===== src/rtl/gfx_pkg.sv =====
// Shared graphics-pipeline types, widths and position pack/unpack helpers.
// Positions are packed {x,y} with x in the most significant bits.
package gfx_pkg;

   typedef enum logic [2:0] {
      SHP_LINE   = 3'd0,
      SHP_TRI    = 3'd1,
      SHP_CIRCLE = 3'd2,
      SHP_RECT   = 3'd3
   } shape_e;

   localparam logic SEG_LINE = 1'b0;
   localparam logic SEG_CIRC = 1'b1;

   localparam int DEF_X_W     = 10;
   localparam int DEF_Y_W     = 9;
   localparam int DEF_COLOR_W = 16;

   // Helpers work on a 32-bit container; callers cast to their own widths.
   function automatic logic [31:0] pos_pack(
      input logic [15:0] x,
      input logic [15:0] y,
      input int unsigned yw
   );
      return (32'(x) << yw) | 32'(y);
   endfunction

   function automatic logic [15:0] pos_x(
      input logic [31:0] p,
      input int unsigned yw
   );
      return 16'(p >> yw);
   endfunction

   function automatic logic [15:0] pos_y(
      input logic [31:0] p,
      input int unsigned yw
   );
      return 16'(p & ((32'd1 << yw) - 32'd1));
   endfunction

endpackage


===== src/rtl/shape_segmenter_if.sv =====
// Handshake bundles: decoded draw command in, primitive out.
// Signal names match the segmenter's external port names.
interface gfx_cmd_if
   import gfx_pkg::*;
#(
   parameter int X_W     = DEF_X_W,
   parameter int Y_W     = DEF_Y_W,
   parameter int COLOR_W = DEF_COLOR_W
);
   localparam int POS_W = X_W + Y_W;

   logic               cmd_valid;
   logic               cmd_ready;
   logic [2:0]         cmd_type;
   logic [COLOR_W-1:0] cmd_color;
   logic [POS_W-1:0]   cmd_p1;
   logic [POS_W-1:0]   cmd_p2;
   logic [POS_W-1:0]   cmd_p3;

   modport master (
      output cmd_valid, cmd_type, cmd_color,
      output cmd_p1, cmd_p2, cmd_p3,
      input  cmd_ready
   );

   modport slave (
      input  cmd_valid, cmd_type, cmd_color,
      input  cmd_p1, cmd_p2, cmd_p3,
      output cmd_ready
   );
endinterface

interface gfx_seg_if
   import gfx_pkg::*;
#(
   parameter int X_W     = DEF_X_W,
   parameter int Y_W     = DEF_Y_W,
   parameter int COLOR_W = DEF_COLOR_W
);
   localparam int POS_W = X_W + Y_W;

   logic               seg_valid;
   logic               seg_ready;
   logic               seg_kind;
   logic [POS_W-1:0]   seg_start;
   logic [POS_W-1:0]   seg_end;
   logic [COLOR_W-1:0] seg_color;
   logic               seg_last;

   modport master (
      output seg_valid, seg_kind, seg_start,
      output seg_end, seg_color, seg_last,
      input  seg_ready
   );

   modport slave (
      input  seg_valid, seg_kind, seg_start,
      input  seg_end, seg_color, seg_last,
      output seg_ready
   );
endinterface


===== src/rtl/shape_segmenter_select.sv =====
// Maps a command type, primitive index and positions A/B/C
// to one primitive: {kind, start, end, last}.
module segment_select
   import gfx_pkg::*;
#(
   parameter int X_W = DEF_X_W,
   parameter int Y_W = DEF_Y_W,
   localparam int POS_W = X_W + Y_W
) (
   input  logic [2:0]       typ,
   input  logic [1:0]       idx,
   input  logic [POS_W-1:0] p1,
   input  logic [POS_W-1:0] p2,
   input  logic [POS_W-1:0] p3,
   output logic             kind,
   output logic [POS_W-1:0] start_pos,
   output logic [POS_W-1:0] end_pos,
   output logic             last
);

   function automatic logic [POS_W-1:0] mk(
      input logic [X_W-1:0] x,
      input logic [Y_W-1:0] y
   );
      return POS_W'(pos_pack(16'(x), 16'(y), Y_W));
   endfunction

   logic [X_W-1:0]   x1, x2;
   logic [Y_W-1:0]   y1, y2;
   logic [POS_W-1:0] c11, c21, c22, c12;

   assign x1  = X_W'(pos_x(32'(p1), Y_W));
   assign y1  = Y_W'(pos_y(32'(p1), Y_W));
   assign x2  = X_W'(pos_x(32'(p2), Y_W));
   assign y2  = Y_W'(pos_y(32'(p2), Y_W));
   assign c11 = mk(x1, y1);
   assign c21 = mk(x2, y1);
   assign c22 = mk(x2, y2);
   assign c12 = mk(x1, y2);

   always_comb begin
      kind      = SEG_LINE;
      start_pos = p1;
      end_pos   = p2;
      last      = 1'b1;
      unique case (typ)
         SHP_TRI: begin
            last = (idx == 2'd2);
            unique case (1'b1)
               (idx == 2'd0): begin
                  start_pos = p1;
                  end_pos   = p2;
               end
               (idx == 2'd1): begin
                  start_pos = p2;
                  end_pos   = p3;
               end
               default: begin
                  start_pos = p1;
                  end_pos   = p3;
               end
            endcase
         end
         SHP_CIRCLE: begin
            kind      = SEG_CIRC;
            start_pos = p2;
            end_pos   = p3;
         end
         SHP_RECT: begin
            last = (idx == 2'd3);
            unique case (1'b1)
               (idx == 2'd0): begin
                  start_pos = c11;
                  end_pos   = c21;
               end
               (idx == 2'd1): begin
                  start_pos = c21;
                  end_pos   = c22;
               end
               (idx == 2'd2): begin
                  start_pos = c22;
                  end_pos   = c12;
               end
               default: begin
                  start_pos = c12;
                  end_pos   = c11;
               end
            endcase
         end
         default: begin
            start_pos = p1;
            end_pos   = p2;
         end
      endcase
   end

endmodule


===== src/rtl/shape_segmenter.sv =====
// Sequential draw-command segmenter: one command in, its line or
// circle primitives out one per handshake, all outputs registered.
module shape_segmenter
   import gfx_pkg::*;
#(
   parameter int X_W     = DEF_X_W,
   parameter int Y_W     = DEF_Y_W,
   parameter int COLOR_W = DEF_COLOR_W,
   localparam int POS_W  = X_W + Y_W
) (
   input  logic        clk,
   input  logic        n_rst,
   gfx_cmd_if.slave    cmd,
   gfx_seg_if.master   seg,
   output logic        busy,
   output logic        cmd_err
);

   typedef enum logic {IDLE, EMIT} state_e;

   state_e             state_q, state_d;
   logic [2:0]         type_q;
   logic [COLOR_W-1:0] color_q;
   logic [POS_W-1:0]   p1_q, p2_q, p3_q;
   logic [1:0]         idx_q;
   logic               kind_q, last_q, err_q;
   logic [POS_W-1:0]   start_q, end_q;

   logic               accept, legal, fire, advance, load;
   logic [2:0]         sel_type;
   logic [1:0]         sel_idx;
   logic [POS_W-1:0]   sel_p1, sel_p2, sel_p3;
   logic               sel_kind, sel_last;
   logic [POS_W-1:0]   sel_start, sel_end;

   assign accept  = (state_q == IDLE) && cmd.cmd_valid;
   assign legal   = !cmd.cmd_type[2];
   assign fire    = (state_q == EMIT) && seg.seg_ready;
   assign advance = fire && !last_q;
   assign load    = (accept && legal) || advance;

   // Look one primitive ahead so the output registers load on the
   // accepting edge and on each non-final handshake.
   assign sel_type = (state_q == IDLE) ? cmd.cmd_type : type_q;
   assign sel_p1   = (state_q == IDLE) ? cmd.cmd_p1 : p1_q;
   assign sel_p2   = (state_q == IDLE) ? cmd.cmd_p2 : p2_q;
   assign sel_p3   = (state_q == IDLE) ? cmd.cmd_p3 : p3_q;
   assign sel_idx  = (state_q == IDLE) ? 2'd0 : idx_q + 2'd1;

   segment_select #(
      .X_W (X_W),
      .Y_W (Y_W)
   ) u_select (
      .typ       (sel_type),
      .idx       (sel_idx),
      .p1        (sel_p1),
      .p2        (sel_p2),
      .p3        (sel_p3),
      .kind      (sel_kind),
      .start_pos (sel_start),
      .end_pos   (sel_end),
      .last      (sel_last)
   );

   always_ff @(posedge clk or negedge n_rst) begin
      if (!n_rst) state_q <= IDLE;
      else        state_q <= state_d;
   end

   always_comb begin
      state_d = state_q;
      unique case (state_q)
         IDLE: if (accept && legal) state_d = EMIT;
         EMIT: if (fire && last_q)  state_d = IDLE;
         default: state_d = IDLE;
      endcase
   end

   always_ff @(posedge clk or negedge n_rst) begin
      if (!n_rst) begin
         type_q  <= '0;
         color_q <= '0;
         p1_q    <= '0;
         p2_q    <= '0;
         p3_q    <= '0;
         idx_q   <= '0;
         kind_q  <= 1'b0;
         start_q <= '0;
         end_q   <= '0;
         last_q  <= 1'b0;
         err_q   <= 1'b0;
      end else begin
         err_q <= accept && !legal;
         if (accept) begin
            type_q  <= cmd.cmd_type;
            color_q <= cmd.cmd_color;
            p1_q    <= cmd.cmd_p1;
            p2_q    <= cmd.cmd_p2;
            p3_q    <= cmd.cmd_p3;
            idx_q   <= '0;
         end else if (advance) begin
            idx_q <= idx_q + 2'd1;
         end
         if (load) begin
            kind_q  <= sel_kind;
            start_q <= sel_start;
            end_q   <= sel_end;
            last_q  <= sel_last;
         end
      end
   end

   assign cmd.cmd_ready = (state_q == IDLE);
   assign seg.seg_valid = (state_q == EMIT);
   assign seg.seg_kind  = kind_q;
   assign seg.seg_start = start_q;
   assign seg.seg_end   = end_q;
   assign seg.seg_color = color_q;
   assign seg.seg_last  = last_q;
   assign busy          = (state_q == EMIT);
   assign cmd_err       = err_q;

endmodule


===== src/flat_wrapper.sv =====
// flat-port wrapper written by rule: the top's interface ports become plain ports
module shape_segmenter_flat import gfx_pkg::*;
#(
   parameter int X_W     = DEF_X_W,
   parameter int Y_W     = DEF_Y_W,
   parameter int COLOR_W = DEF_COLOR_W,
   localparam int POS_W  = X_W + Y_W
)
  (clk, n_rst, busy, cmd_err, cmd_cmd_valid, cmd_cmd_type, cmd_cmd_color, cmd_cmd_p1, cmd_cmd_p2, cmd_cmd_p3, cmd_cmd_ready, seg_seg_valid, seg_seg_kind, seg_seg_start, seg_seg_end, seg_seg_color, seg_seg_last, seg_seg_ready);
  gfx_cmd_if #(.X_W(X_W), .Y_W(Y_W), .COLOR_W(COLOR_W)) cmd_i ();
  gfx_seg_if #(.X_W(X_W), .Y_W(Y_W), .COLOR_W(COLOR_W)) seg_i ();
  input  logic clk;
  input  logic n_rst;
  output logic busy;
  output logic cmd_err;
  input wire logic [$bits(cmd_i.cmd_valid)-1:0] cmd_cmd_valid;
  input wire logic [$bits(cmd_i.cmd_type)-1:0] cmd_cmd_type;
  input wire logic [$bits(cmd_i.cmd_color)-1:0] cmd_cmd_color;
  input wire logic [$bits(cmd_i.cmd_p1)-1:0] cmd_cmd_p1;
  input wire logic [$bits(cmd_i.cmd_p2)-1:0] cmd_cmd_p2;
  input wire logic [$bits(cmd_i.cmd_p3)-1:0] cmd_cmd_p3;
  output wire logic [$bits(cmd_i.cmd_ready)-1:0] cmd_cmd_ready;
  output wire logic [$bits(seg_i.seg_valid)-1:0] seg_seg_valid;
  output wire logic [$bits(seg_i.seg_kind)-1:0] seg_seg_kind;
  output wire logic [$bits(seg_i.seg_start)-1:0] seg_seg_start;
  output wire logic [$bits(seg_i.seg_end)-1:0] seg_seg_end;
  output wire logic [$bits(seg_i.seg_color)-1:0] seg_seg_color;
  output wire logic [$bits(seg_i.seg_last)-1:0] seg_seg_last;
  input wire logic [$bits(seg_i.seg_ready)-1:0] seg_seg_ready;
  assign cmd_i.cmd_valid = cmd_cmd_valid;
  assign cmd_i.cmd_type = cmd_cmd_type;
  assign cmd_i.cmd_color = cmd_cmd_color;
  assign cmd_i.cmd_p1 = cmd_cmd_p1;
  assign cmd_i.cmd_p2 = cmd_cmd_p2;
  assign cmd_i.cmd_p3 = cmd_cmd_p3;
  assign cmd_cmd_ready = cmd_i.cmd_ready;
  assign seg_seg_valid = seg_i.seg_valid;
  assign seg_seg_kind = seg_i.seg_kind;
  assign seg_seg_start = seg_i.seg_start;
  assign seg_seg_end = seg_i.seg_end;
  assign seg_seg_color = seg_i.seg_color;
  assign seg_seg_last = seg_i.seg_last;
  assign seg_i.seg_ready = seg_seg_ready;
  shape_segmenter #(.X_W(X_W), .Y_W(Y_W), .COLOR_W(COLOR_W)) u_core (.clk(clk), .n_rst(n_rst), .cmd(cmd_i), .seg(seg_i), .busy(busy), .cmd_err(cmd_err));
endmodule

===== config.mk =====
export PLATFORM = sky130hd
export DESIGN_NAME = shape_segmenter_flat
export DESIGN_NICKNAME = d
export VERILOG_FILES = /design/src/rtl/gfx_pkg.sv /design/src/rtl/shape_segmenter_if.sv /design/src/rtl/shape_segmenter_select.sv /design/src/rtl/shape_segmenter.sv /design/src/flat_wrapper.sv
export SDC_FILE = /design/constraint.sdc
export NUM_CORES = 1
export LEC_CHECK = 0
export BUFFER_PORTS_ARGS = -buffer_cell sky130_fd_sc_hd__buf_2
export CAP_MARGIN = 15
export CORE_MARGIN = 2
export CORE_UTILIZATION = 40
export DETAILED_ROUTE_END_ITERATION = 12
export PLACE_DENSITY = 0.68
export SLEW_MARGIN = 10
export SYNTH_ARGS = -nofsm -noshare
export SYNTH_HDL_FRONTEND = slang
export SYNTH_HIERARCHICAL = 1
export SYNTH_SLANG_ARGS = --single-unit

===== constraint.sdc =====
create_clock -name clk -period 3.07 [get_ports clk]
set_input_delay 0.4605 -clock clk [delete_from_list [all_inputs] [get_ports clk]]
set_output_delay 0.4605 -clock clk [all_outputs]
set_load 0.05 [all_outputs]

==> metrics.csv <==
metric;value;unit
dp_hpwl;10000;um
placed_cells;766;
ys_seq_area_frac;0.484;
vias;4269;
netlist_area;0.00621;mm^2
r2r_slack;0.39;ns
worstPathArrival;3.03;ns
finalSetupTns;0;ns
cp_max_fo;17;
fp.coreArea;0.0152;mm^2
synth.avg_cell_area;13.5;um^2
p_leak;0.00335;uW
rsz0062_at_grt;no;
routed_via_density;5.34;
wl;14300;um
final_common_cell;mux2_2;
path_delay_family;multiplexers;
clockRootBuffer;clkbuf_16;
cp_num_buf_inv;1;
syn_to_final_growth;23.4;%
worstPathCellList;mux2_2 > or3_1 > a21oi_4 > buf_4 > o2bb2ai_1 > mux2_1;
initial_core_util;0.408;
p_switching;3710;uW
cap_violations;0;
drt-wirelength-per-cell;17.9;um
seqPwrFrac;0.295;
grt_max_degree;79;
critical_path.startpoint_type;register;
critical_path_required;3.41;ns
io_buffer_count;139;
hold-path-endpoint;u_core/seg.seg_color[15]$_DFFE_PN0P_;
finalCritPeriodShare;0.874;
grt_overflow;0;
die_w;129;um
crit_path_end_kind;register;
ys.flop_type;dfrtp_1;
hold_depth;2;
cts_buffer_depth;2;
cp_slowest_cell;or3_1;
min_from;cmd_cmd_color[15];
setup_viol;0;
htreeDepth;4;
most-common-layout-cells;mux2_2, buf_2, dfrtp_1, mux2_1;
hold_class;input pin to register;
clock.fmax;372;MHz
async_flop_share;1.00;
status;complete, no violations;
insertion_delay;0.41;ns
ys_types;37;
fillers;1339;
final_cells;800;
worst_pin_slew;1.02;ns
worstSetupPathType;register to register;
num_rows;45;
gp_congestion;0.794;
cts_tree;done;
firstDrtPassIters;4;
cts_buffers;17;
syn-instance-count;459;
intPower;5250;uW
synth_edf_count;0;
cellPowerDensity;1170;mW/mm^2
drive_gt1_frac;0.557;
r2r-end;u_core/seg.seg_end[1]$_DFFE_PN0P_;
die_h;129;um
cts_sinks;120;
r2r_start;u_core/busy$_DFF_PN0_;
finalWorstPathRequiredPeriod;2.68;ns
grt_pass1_vias;4513;
io_pins;140;
ant_nets;0;
grt_usage;0.183;
grt_pass1_wl;23300;um
peakVddDrop;671;uV
switching_share;0.414;
reg2reg_depth;6;
drt_iter0_markers;150;
finalNetCount;678;
comb_power_share;0.483;
drcViolationCount;0;
antenna_found_initial;3;
maxSlewViolCount;0;
final_hold_viol_count;0;
clkPwrFrac;0.222;
max_slew_margin;0.318;
post_cts_buffers;0;
clk_pin_slew;0.05;ns
ys_seq_elements;120;
clock_skew;0.00806;ns
ys_warn_count;6;
critPathMaxStageDelay;0.56;ns
dieArea;0.0165;mm^2
synth_fp_nets;539;
Yosys cell counts (2+ instances only):
cell type	instances	area, um^2
inv_1	3	11.3
xnor2_1	3	26.3
clkbuf_1	6	22.5
buf_2	13	65.1
mux2_1	41	462
nand3b_1	17	128
nor2_2	2	12.5
nand2_1	7	26.3
dfrtp_1	120	3000
mux2_2	151	1700
nor2b_1	6	37.5
o2bb2ai_1	10	87.6
nor2_1	5	18.8
a41oi_1	9	78.8
a21oi_1	9	45.0
nand3_1	2	10.0
buf_6	9	101
o21ai_0	5	25.0
buf_4	3	22.5
a221o_1	10	100
and2_1	11	68.8
a21o_1	2	15.0
layout make-up:
cell class | count | area (um^2) | share of cell area
sequential | 120 | 3000 | 0.392
multi-input combinational | 303 | 2980 | 0.389
timing repair buffer | 152 | 823 | 0.107
clock buffer | 22 | 474 | 0.0619
tap | 188 | 235 | 0.0307
clock inverter | 9 | 123 | 0.0160
inverter | 4 | 15.0 | 0.00196
antenna | 2 | 5.00 | 0.000653
cells by family after synthesis:
family / share of synthesized area
mux: 0.350
simple gates: 0.0538
buf+inv: 0.0371
flops: 0.484
compound gates: 0.0701
xor+xnor: 0.00564
power by group through the flow:
stage / registers [uW] / logic (uW) / clock network [uW]
finish: 2640 / 4330 / 1990
global route: 2740 / 4610 / 2120
global placement: 2620 / 4250 / 0
floorplan: 3820 / 2180 / 0
CTS: 2640 / 4360 / 2040
detailed placement: 2660 / 4340 / 0
state kept, by name (all words and copies together), names as in the netlist:
name / cells
u_core/cmd_err: 1
u_core/seg.seg_end: 19
u_core/seg.seg_kind: 1
u_core/seg.seg_last: 1
u_core/busy: 1
u_core/seg.seg_start: 19
u_core/type_q: 3
u_core/idx_q: 2
u_core/p2_q: 19
u_core/seg.seg_color: 16
u_core/p3_q: 19
u_core/p1_q: 19
per-stage QoR:
step                hold slack (ns)  area [um^2]  power (uW)  setup WS, ns  utilization
floorplan                     0.165         6210        6000       0.00432            -
global placement              0.417         7050        6870         0.497        0.464
detailed placement            0.426         7050        7010         0.401        0.464
CTS                           0.261         7660        9040         0.394        0.504
global route                  0.262         7660        9480         0.137        0.504
finish                        0.281         7660        8960         0.385        0.504
worst register-to-register path, stage by stage (launching register included):
cell	delay (ns)
dfrtp_2	0.50
mux2_2	0.51
or3_1	0.57
a21oi_4	0.53
buf_4	0.24
o2bb2ai_1	0.11
mux2_1	0.16
worst max-delay path by stage:
stage,start,to,depth (start not counted)
finish,u_core/busy$_DFF_PN0_,u_core/seg.seg_end[1]$_DFFE_PN0P_,6
global route,u_core/busy$_DFF_PN0_,u_core/seg.seg_end[1]$_DFFE_PN0P_,8
CTS,u_core/busy$_DFF_PN0_,u_core/seg.seg_end[0]$_DFFE_PN0P_,6
detailed placement,u_core/busy$_DFF_PN0_,u_core/seg.seg_end[1]$_DFFE_PN0P_,6
global placement,u_core/busy$_DFF_PN0_,u_core/seg.seg_end[5]$_DFFE_PN0P_,6
floorplan,u_core/busy$_DFF_PN0_,u_core/seg.seg_start[10]$_DFFE_PN0P_,8
layer usage:
layer,vias to the layer above,global-route usage,wire length [um]
li1,1986,-,-
met1,2129,0.233,6260
met2,133,0.298,6800
met3,19,0.0624,1030
met4,2,0.0512,178
met5,-,0,13
timing repair:
item | 4_1_cts | 5_1_grt
endpoints found under the setup margin | 0 | 0
hold endpoints to repair | 29 | 0
gates resized for setup | 0 | 0
hold buffers | 1 | 0
(Power assumes the default switching activity.)
